$ cat config.mk
export PLATFORM = sky130hd
export DESIGN_NAME = reduce_seq_ctrl_flat
export DESIGN_NICKNAME = d
export VERILOG_FILES = /design/src/rtl/reduce_seq_ctrl_pkg.sv /design/src/rtl/reduce_seq_ctrl_if.sv /design/src/rtl/reduce_seq_ctrl_lane.sv /design/src/rtl/reduce_seq_ctrl.sv /design/src/flat_wrapper.sv
export SDC_FILE = /design/constraint.sdc
export NUM_CORES = 1
export LEC_CHECK = 0
export BUFFER_PORTS_ARGS = -buffer_cell sky130_fd_sc_hd__buf_2
export CAP_MARGIN = 10
export CORE_MARGIN = 2
export CORE_UTILIZATION = 55
export CTS_CLUSTER_SIZE = 28
export DETAILED_ROUTE_END_ITERATION = 6
export GPL_ROUTABILITY_DRIVEN = 0
export MAX_ROUTING_LAYER = met4
export PLACE_DENSITY_LB_ADDON = 0.3
export SLEW_MARGIN = 5
export SYNTH_ARGS = -nofsm -noshare
export SYNTH_HDL_FRONTEND = slang
export SYNTH_SLANG_ARGS = --single-unit
$ cat constraint.sdc
create_clock -name clk -period 4 [get_ports clk]
set_clock_uncertainty 0.1 [all_clocks]
set_input_delay 0.2 -clock clk [delete_from_list [all_inputs] [get_ports clk]]
set_output_delay 0.2 -clock clk [all_outputs]
set_load 0.1 [all_outputs]
$ cat src/rtl/reduce_seq_ctrl_pkg.sv
// Shared definitions for the multi-beat reduction sequencer: op codes, FSM states
// and per-op helper functions.
package reduce_pkg;

   localparam logic [2:0] OP_AND  = 3'd0;
   localparam logic [2:0] OP_OR   = 3'd1;
   localparam logic [2:0] OP_NAND = 3'd2;
   localparam logic [2:0] OP_NOR  = 3'd3;
   localparam logic [2:0] OP_XOR  = 3'd4;
   localparam logic [2:0] OP_XNOR = 3'd5;

   typedef enum logic [1:0] {IDLE = 2'd0, ACCUM = 2'd1, DONE = 2'd2} state_e;
   typedef enum logic [1:0] {CLS_AND = 2'd0, CLS_OR = 2'd1, CLS_XOR = 2'd2} op_class_e;

   function automatic logic op_legal(input logic [2:0] op);
      return (op <= OP_XNOR);
   endfunction

   function automatic op_class_e op_class(input logic [2:0] op);
      op_class_e cls;
      case (op)
         OP_AND, OP_NAND: cls = CLS_AND;
         OP_OR,  OP_NOR:  cls = CLS_OR;
         default:         cls = CLS_XOR;
      endcase
      return cls;
   endfunction

   // Starting accumulator value that leaves the first folded beat unchanged.
   function automatic logic op_identity(input logic [2:0] op);
      return (op == OP_AND) || (op == OP_NAND);
   endfunction

   function automatic logic op_invert(input logic [2:0] op);
      return (op == OP_NAND) || (op == OP_NOR) || (op == OP_XNOR);
   endfunction

endpackage

$ cat src/rtl/reduce_seq_ctrl_if.sv
// Command, input-beat and result handshake bundle for reduce_seq_ctrl.
interface reduce_seq_ctrl_if #(
   parameter int DATA_W = 8,
   parameter int CNT_W  = 4
);
   logic              start;
   logic [2:0]        op;
   logic [CNT_W-1:0]  num_beats;
   logic              busy;
   logic              in_valid;
   logic              in_ready;
   logic [DATA_W-1:0] in_data;
   logic              out_valid;
   logic              out_ready;
   logic              out_result;
   logic              out_err;

   modport master (
      output start, op, num_beats, in_valid, in_data, out_ready,
      input  busy, in_ready, out_valid, out_result, out_err
   );

   modport slave (
      input  start, op, num_beats, in_valid, in_data, out_ready,
      output busy, in_ready, out_valid, out_result, out_err
   );
endinterface

$ cat src/rtl/reduce_seq_ctrl_lane.sv
// Combinational single-word bit reduction selected by op class.
module reduce_lane
   import reduce_pkg::*;
#(
   parameter int DATA_W = 8
) (
   input  logic [DATA_W-1:0] data_i,
   input  op_class_e         cls_i,
   output logic              bit_o
);

   // Select the word-level reduction for the current op class.
   always_comb begin
      bit_o = 1'b0;
      case (cls_i)
         CLS_AND: bit_o = &data_i;
         CLS_OR:  bit_o = |data_i;
         CLS_XOR: bit_o = ^data_i;
         default: bit_o = 1'b0;
      endcase
   end

endmodule

$ cat src/rtl/reduce_seq_ctrl.sv
// Multi-beat reduction sequencer: folds num_beats input words into one result bit
// and presents it on a valid/ready output.
module reduce_seq_ctrl
   import reduce_pkg::*;
#(
   parameter int DATA_W = 8,
   parameter int CNT_W  = 4
) (
   input logic               clk,
   input logic               rst_n,
   reduce_seq_ctrl_if.slave  bus
);

   state_e           state_q, state_d;
   logic [2:0]       op_q, op_d;
   logic [CNT_W-1:0] count_q, count_d;
   logic             acc_q, acc_d;
   logic             err_q, err_d;
   logic             res_q, res_d;
   op_class_e        cls_s;
   logic             lane_bit_s;
   logic             fold_s;

   assign cls_s = op_class(op_q);

   reduce_lane #(.DATA_W(DATA_W)) u_lane (
      .data_i (bus.in_data),
      .cls_i  (cls_s),
      .bit_o  (lane_bit_s)
   );

   // Accumulator value after folding the beat currently on the bus.
   always_comb begin
      fold_s = acc_q;
      case (cls_s)
         CLS_AND: fold_s = acc_q & lane_bit_s;
         CLS_OR:  fold_s = acc_q | lane_bit_s;
         CLS_XOR: fold_s = acc_q ^ lane_bit_s;
         default: fold_s = acc_q;
      endcase
   end

   // Next-state and datapath update for the IDLE/ACCUM/DONE sequence.
   always_comb begin
      state_d = state_q;
      op_d    = op_q;
      count_d = count_q;
      acc_d   = acc_q;
      err_d   = err_q;
      res_d   = res_q;
      case (state_q)
         IDLE: begin
            if (bus.start) begin
               if (!op_legal(bus.op) || (bus.num_beats == {CNT_W{1'b0}})) begin
                  err_d   = 1'b1;
                  res_d   = 1'b0;
                  state_d = DONE;
               end else begin
                  op_d    = bus.op;
                  count_d = bus.num_beats;
                  acc_d   = op_identity(bus.op);
                  err_d   = 1'b0;
                  state_d = ACCUM;
               end
            end else begin
               state_d = IDLE;
            end
         end
         ACCUM: begin
            if (bus.in_valid) begin
               acc_d   = fold_s;
               count_d = count_q - {{(CNT_W-1){1'b0}}, 1'b1};
               // Result is latched here so DONE outputs come straight from flops.
               if (count_q == {{(CNT_W-1){1'b0}}, 1'b1}) begin
                  res_d   = fold_s ^ op_invert(op_q);
                  state_d = DONE;
               end else begin
                  state_d = ACCUM;
               end
            end else begin
               state_d = ACCUM;
            end
         end
         DONE: begin
            if (bus.out_ready) begin
               state_d = IDLE;
            end else begin
               state_d = DONE;
            end
         end
         default: begin
            state_d = IDLE;
         end
      endcase
   end

   // State and datapath registers with synchronous active-low reset.
   always_ff @(posedge clk) begin
      if (!rst_n) begin
         state_q <= IDLE;
         op_q    <= 3'd0;
         count_q <= {CNT_W{1'b0}};
         acc_q   <= 1'b0;
         err_q   <= 1'b0;
         res_q   <= 1'b0;
      end else begin
         state_q <= state_d;
         op_q    <= op_d;
         count_q <= count_d;
         acc_q   <= acc_d;
         err_q   <= err_d;
         res_q   <= res_d;
      end
   end

   assign bus.busy       = (state_q != IDLE);
   assign bus.in_ready   = (state_q == ACCUM);
   assign bus.out_valid  = (state_q == DONE);
   assign bus.out_result = res_q;
   assign bus.out_err    = err_q;

endmodule

$ cat src/flat_wrapper.sv
// flat-port wrapper written by rule: the top's interface ports become plain ports
module reduce_seq_ctrl_flat import reduce_pkg::*;
#(
   parameter int DATA_W = 8,
   parameter int CNT_W  = 4
)
  (clk, rst_n, bus_start, bus_op, bus_num_beats, bus_in_valid, bus_in_data, bus_out_ready, bus_busy, bus_in_ready, bus_out_valid, bus_out_result, bus_out_err);
  reduce_seq_ctrl_if #(.DATA_W(DATA_W), .CNT_W(CNT_W)) bus_i ();
  input logic clk;
  input logic rst_n;
  input wire logic [$bits(bus_i.start)-1:0] bus_start;
  input wire logic [$bits(bus_i.op)-1:0] bus_op;
  input wire logic [$bits(bus_i.num_beats)-1:0] bus_num_beats;
  input wire logic [$bits(bus_i.in_valid)-1:0] bus_in_valid;
  input wire logic [$bits(bus_i.in_data)-1:0] bus_in_data;
  input wire logic [$bits(bus_i.out_ready)-1:0] bus_out_ready;
  output wire logic [$bits(bus_i.busy)-1:0] bus_busy;
  output wire logic [$bits(bus_i.in_ready)-1:0] bus_in_ready;
  output wire logic [$bits(bus_i.out_valid)-1:0] bus_out_valid;
  output wire logic [$bits(bus_i.out_result)-1:0] bus_out_result;
  output wire logic [$bits(bus_i.out_err)-1:0] bus_out_err;
  assign bus_i.start = bus_start;
  assign bus_i.op = bus_op;
  assign bus_i.num_beats = bus_num_beats;
  assign bus_i.in_valid = bus_in_valid;
  assign bus_i.in_data = bus_in_data;
  assign bus_i.out_ready = bus_out_ready;
  assign bus_busy = bus_i.busy;
  assign bus_in_ready = bus_i.in_ready;
  assign bus_out_valid = bus_i.out_valid;
  assign bus_out_result = bus_i.out_result;
  assign bus_out_err = bus_i.out_err;
  reduce_seq_ctrl #(.DATA_W(DATA_W), .CNT_W(CNT_W)) u_core (.clk(clk), .rst_n(rst_n), .bus(bus_i));
endmodule
* After elaboration in Yosys (flattened, before gate mapping)
Cells that the tools add are included.
Operators by class: multipliers 0, eq/ne operators 15, reduce and logical (&&, ||, !) cells 21, $lt $le $gt $ge 1, shifts and indexed selects 0, $add $sub $neg 1, multiplexer cells 23, bitwise gates (word level) 5, divide/modulo/power cells 0
Operator list (count):
- $mux 4 | 3
- $mux 2 | 5
- $eq 3x2->1 const B | 3
- $mux 1 | 8
- $pmux 4 s2 | 1
- $reduce_and 8->1 | 1
- $reduce_or 8->1 | 1
- $reduce_xor 8->1 | 1
- $logic_not 3->1 | 2
- $ne 2x2->1 const B | 3
- $pmux 1 s3 | 2
- $pmux 2 s3 | 1
- $reduce_and 5->1 | 1
- $eq 2x1->1 const B | 2
- $eq 2x2->1 const B | 2
- $eq 4x1->1 const B | 1
- $logic_not 2->1 | 2
- $logic_not 4->1 | 1
- $logic_or 1x1->1 | 4
- $ne 2x1->1 const B | 2
- $pmux 1 s2 | 2
- $pmux 2 s2 | 1
- $reduce_and 4->1 | 1
- $reduce_bool 2->1 | 2
- 12 further kinds | 14
Word-level totals: bits in registers 12, memory bits (writable) 0, input bits 20, memories kept 0, memory bits (read-only) 0, latch bits 0, output and inout bits 5

* Logic depth before layout (Yosys ltp)
depth in word-level cells 11, depth in mapped cells 11, depth with buffers taken out 11

* Cells and area by module
From an unflattened synthesis, not the netlist that was laid out.
Unflattened totals: cells, all modules 119, area, all modules 972.2 µm²
Modules (own cells, without submodules):
- reduce_seq_ctrl | seq. area each 240.2 µm², cells an instance 94, times used 1, area each 769.5 µm²
- reduce_lane | seq. area each 0.0 µm², cells an instance 25, times used 1, area each 202.7 µm²

* Worst setup path before layout
No wires, ideal clock.
path kind register to register, from reg u_core.state_q[0], to reg u_core.acc_q, required time 3.781 ns, arrival 1.834 ns, path slack 1.947 ns, cell stages (with the launch flop) 8, clock period less this slack 2.053 ns, path through dfxtp_1 > buf_6 > nand2b_1 > buf_2 > inv_1 > nor3_1 > or3_1 > o221a_1
On the way: word-level cells in the longest chain between the ends 3, elaborated cells on any way between the ends 8
Ends and longest elaborated chain:
- from (decl) | line reduce_seq_ctrl.sv:14 | state_e state_q, state_d;
- from (signal assigned) | line reduce_seq_ctrl.sv:107 | state_q <= state_d;
- $eq 2x1->1 *
- named net bus_in_ready | line flat_wrapper.sv:18 | output wire logic [$bits(bus_i.in_ready)-1:0] bus_in_ready;
- $ne 2x2->1 (no line) or $reduce_bool 2->1 (tied branches)
- $reduce_and 4->1 (no line)
- to (signal assigned) | line reduce_seq_ctrl.sv:103 | acc_q <= 1'b0;
- to (signal assigned) | line reduce_seq_ctrl.sv:110 | acc_q <= acc_d;
- to (decl) | line reduce_seq_ctrl.sv:17 | logic acc_q, acc_d;
The timed path passes the listed nets; every way through them passes the cells marked *. A chain may end at the register's enable or synchronous reset.

* Worst setup path in the final report
from reg u_core.op_q[0], to reg u_core.res_q, in the netlist u_core.bus.out_result
On the way: word-level cells in the longest chain between the ends 11, elaborated cells on any way between the ends 22
Ends and longest elaborated chain:
- from (decl) | line reduce_seq_ctrl.sv:15 | logic [2:0] op_q, op_d;
- from (signal assigned) | line reduce_seq_ctrl.sv:108 | op_q <= op_d;
- $eq 3x1->1, or another cell as far along | line reduce_seq_ctrl_pkg.sv:21 | case (op)
- $reduce_or 2->1 | line reduce_seq_ctrl_pkg.sv:21
- $pmux 2 s2 | line reduce_seq_ctrl_pkg.sv:21
- $eq 2x2->1, or another cell as far along | line reduce_seq_ctrl_lane.sv:15, reduce_seq_ctrl.sv:35
- $pmux 1 s3 | line reduce_seq_ctrl_lane.sv:15 | case (cls_i)
- $xor 1x1->1, or another cell as far along | line reduce_seq_ctrl.sv:38 | CLS_XOR: fold_s = acc_q ^ lane_bit_s;
- $pmux 1 s3 | line reduce_seq_ctrl.sv:35 | case (cls_s)
- $xor 1x1->1 * | line reduce_seq_ctrl.sv:75 | res_d = fold_s ^ op_invert(op_q);
- $mux 1 * | line reduce_seq_ctrl.sv:74 | if (count_q == {{(CNT_W-1){1'b0}}, 1'b1}) begin
- $mux 1 * | line reduce_seq_ctrl.sv:70 | if (bus.in_valid) begin
- $pmux 1 s2 * | line reduce_seq_ctrl.sv:51 | case (state_q)
- to (signal assigned) | line reduce_seq_ctrl.sv:112 | res_q <= res_d;
- to (decl) | line reduce_seq_ctrl.sv:19 | logic res_q, res_d;
Mark *: on every way between the ends. The rest lies on a longest branch, timed or not. The select of a mux whose other input is x is not followed.

==> reports/qor.csv <==
stage;metric;value;unit
global_routing;grt_pass1_wl;3130;um
timing;hold_violations;0;
timing;max_freq;0.479;GHz
finish;syn_to_final_growth;15.8;%
outcome;status;finished clean;
clock_tree;holdBufCountCts;0;
route;vias;859;
setup_path;crit-reg2reg-launch;u_core.op_q[0];
logic_synthesis;ys_seq_elements;12;
clock_tree;clkTransAtPathRegs;80;ps
setup_path;arrival;2180;ps
global_routing;overflow;0;
timing;fin_setup_tns;0;ps
route;drc;0;
timing;relSlewSlack;0.678;
route;drtPass1Iterations;4;
place;hpwl;1570;um
setup_path;startpoint_type;register;
power;pwr_density_cell;338;mW/mm^2
clock_tree;cts_buffers;3;
die;die_area;0.00210;mm^2
timing;finalCriticalPeriod;2090;ps
global_routing;antenna_found_initial;0;
logic_synthesis;syn_area;965;um^2
clock_tree;cts.htree.levels;1;
logic_synthesis;synth_largest_area_cell;dfxtp_1;
timing;fin_crit_sh;0.522;
finish;layout_commonest_cell;buf_2;
clock_tree;cts_sinks;12;
finish;fin_util;0.661;
power;max-vdd-ir-drop;0.287;mV
global_routing;grt_max_degree;11;
logic_synthesis;synthDistinctLibCells;41;
die;rows;15;
clock_tree;cts.path.max_buffers;2;
finish;nFillCells;148;
route;routedWlPerCell;12.6;um
logic_synthesis;synth_area_leaders;dfxtp_1, ha_1, mux2i_1;
logic_synthesis;synth_warnings;0;
route;ant_nets;0;
die;initial_core_util;0.571;
logic_synthesis;seq_area_frac_synth;0.249;
setup_path;crit_path_end_kind;register;
die;pin_count;25;
die;fp.dieH;45.9;um
setup_path;path_max_fanout;7;
flow_run;drv_cap;0;
place;io_buffers;24;
timing;worst_slew_pin_slew;487;ps
global_routing;grt_usage;0.207;
setup_path;worstPathRequired;4090;ps
timing;setup_violations;0;
logic_synthesis;yosysTopAreaCellShare;0.249;
hold_path;worst_hold_startpoint;bus_op[1];
setup_path;startpoint;u_core.op_q[0];
clock_tree;post-cts-setup-buffers;0;
route;totalWireLength;1930;um
clock_tree;cts.repair.resized;0;
logic_synthesis;async_reset_ff_frac;0;
finish;drive_above_1_share;0.250;
timing;whs;79.5;ps
logic_synthesis;synth_edf_count;0;
finish;layout_common_cells;buf_2, inv_1, nor2_1, ha_1, dfxtp_1;
route;drtIter0Drc;21;
finish;diodes;0;
logic_synthesis;avgSynthCellArea;8.61;um^2
finish;finalNetCount;169;
timing;rsz0062_at_grt;false;
clock_tree;root_buffer;clkbuf_4;
die;die_w;45.9;um
setup_path;path_class;reg2reg;
global_routing;grt_pass1_vias;811;
timing;slew_viol_final;0;
route;via_per_inst;5.61;
power;leakagePower;0.566;nW
die;core_area;0.00169;mm^2
clock_tree;cts_tree;built;
logic_synthesis;ys.flop_type;dfxtp_1;
hold_path;hold_class;in2reg;
clock_tree;clk_latency;270;ps
logic_synthesis;synthCells;112;
logic_synthesis;syn-num-nets;144;
-- Yosys cell counts (all sizes together) (2+ instances only) --
| library cell | number |
|---|---|
| nor3b | 2 |
| a211oi | 2 |
| or2 | 2 |
| ha | 12 |
| buf | 3 |
| nor3 | 2 |
| inv | 15 |
| o21ai | 3 |
| mux2i | 6 |
| nand2 | 3 |
| xnor2 | 4 |
| o41ai | 2 |
| a211o | 2 |
| dfxtp | 12 |
| or3 | 2 |
| nand2b | 2 |
| a21oi | 6 |
| nor2 | 12 |
| xor2 | 2 |
-- power breakdown --
group,switching (mW),total [mW],internal (mW)
Sequential,0.0128,0.143,0.130
Clock,0.0416,0.0969,0.0552
Combinational,0.0841,0.138,0.0534
Total,0.139,0.377,0.239
-- state kept, by name (all words and copies together), names as in the netlist --
register / flops
u_core.acc_q: 1
u_core.op_q: 3
u_core.bus.out_err: 1
u_core.count_q: 4
u_core.state_q: 2
u_core.bus.out_result: 1
-- layer usage --
layer	wire (um)	GRT usage	vias to the layer above
li1	-	-	444
met1	865	0.222	400
met2	981	0.375	13
met3	61	0.0238	2
met4	21	0.0857	0
met5	0	-	-
-- layout make-up --
class | count | area [um^2] | area share
clock buffer | 4 | 36.3 | 0.0325
timing repair buffer | 24 | 120 | 0.108
multi-input combinational | 81 | 643 | 0.576
sequential | 12 | 240 | 0.215
tap | 17 | 21.3 | 0.0190
inverter | 15 | 56.3 | 0.0504
-- worst max-delay path, cell delays in order, from the launching register on --
cell      delay [ps]
dfxtp_1          460
and4b_1          230
a22oi_1          180
nor2_1            80
a21o_1           160
ha_1             210
xnor2_1          130
mux2i_1          120
mux2i_1           90
a211oi_1         240
-- through the flow --
| step | cell area [um^2] | std cells | setup WS [ps] | power [mW] |
|---|---|---|---|---|
| 2_1_floorplan | 965 | 112 | 1950 | 0.256 |
| 3_3_place_gp | 1080 | 149 | 1900 | 0.280 |
| 3_5_place_dp | 1080 | 149 | 1860 | 0.283 |
| 4_1_cts | 1120 | 153 | 1870 | 0.378 |
| 5_1_grt | 1120 | 153 | 1710 | 0.398 |
| 6_report | 1120 | 153 | 1910 | 0.377 |
-- final timing paths --
kind	slack (ps)	cells after the start	endpoint
worst min-delay path	80	3	u_core.op_q[1]
worst min register to register	400	1	u_core.bus.out_err
worst max register to register	1910	9	u_core.bus.out_result
worst max-delay path	1910	9	u_core.bus.out_result
-- cell families after synthesis --
group,Yosys count,synth area share
xor gates and xnor gates,6,0.0545
buffers and inverters,19,0.0843
and+or+nand+nor,31,0.183
muxes,6,0.0623
AOI/OAI and AO/OA,26,0.211
adders and majority gates,12,0.156
DFF,12,0.249
Note: power is estimated with default switching activity, not from simulation.
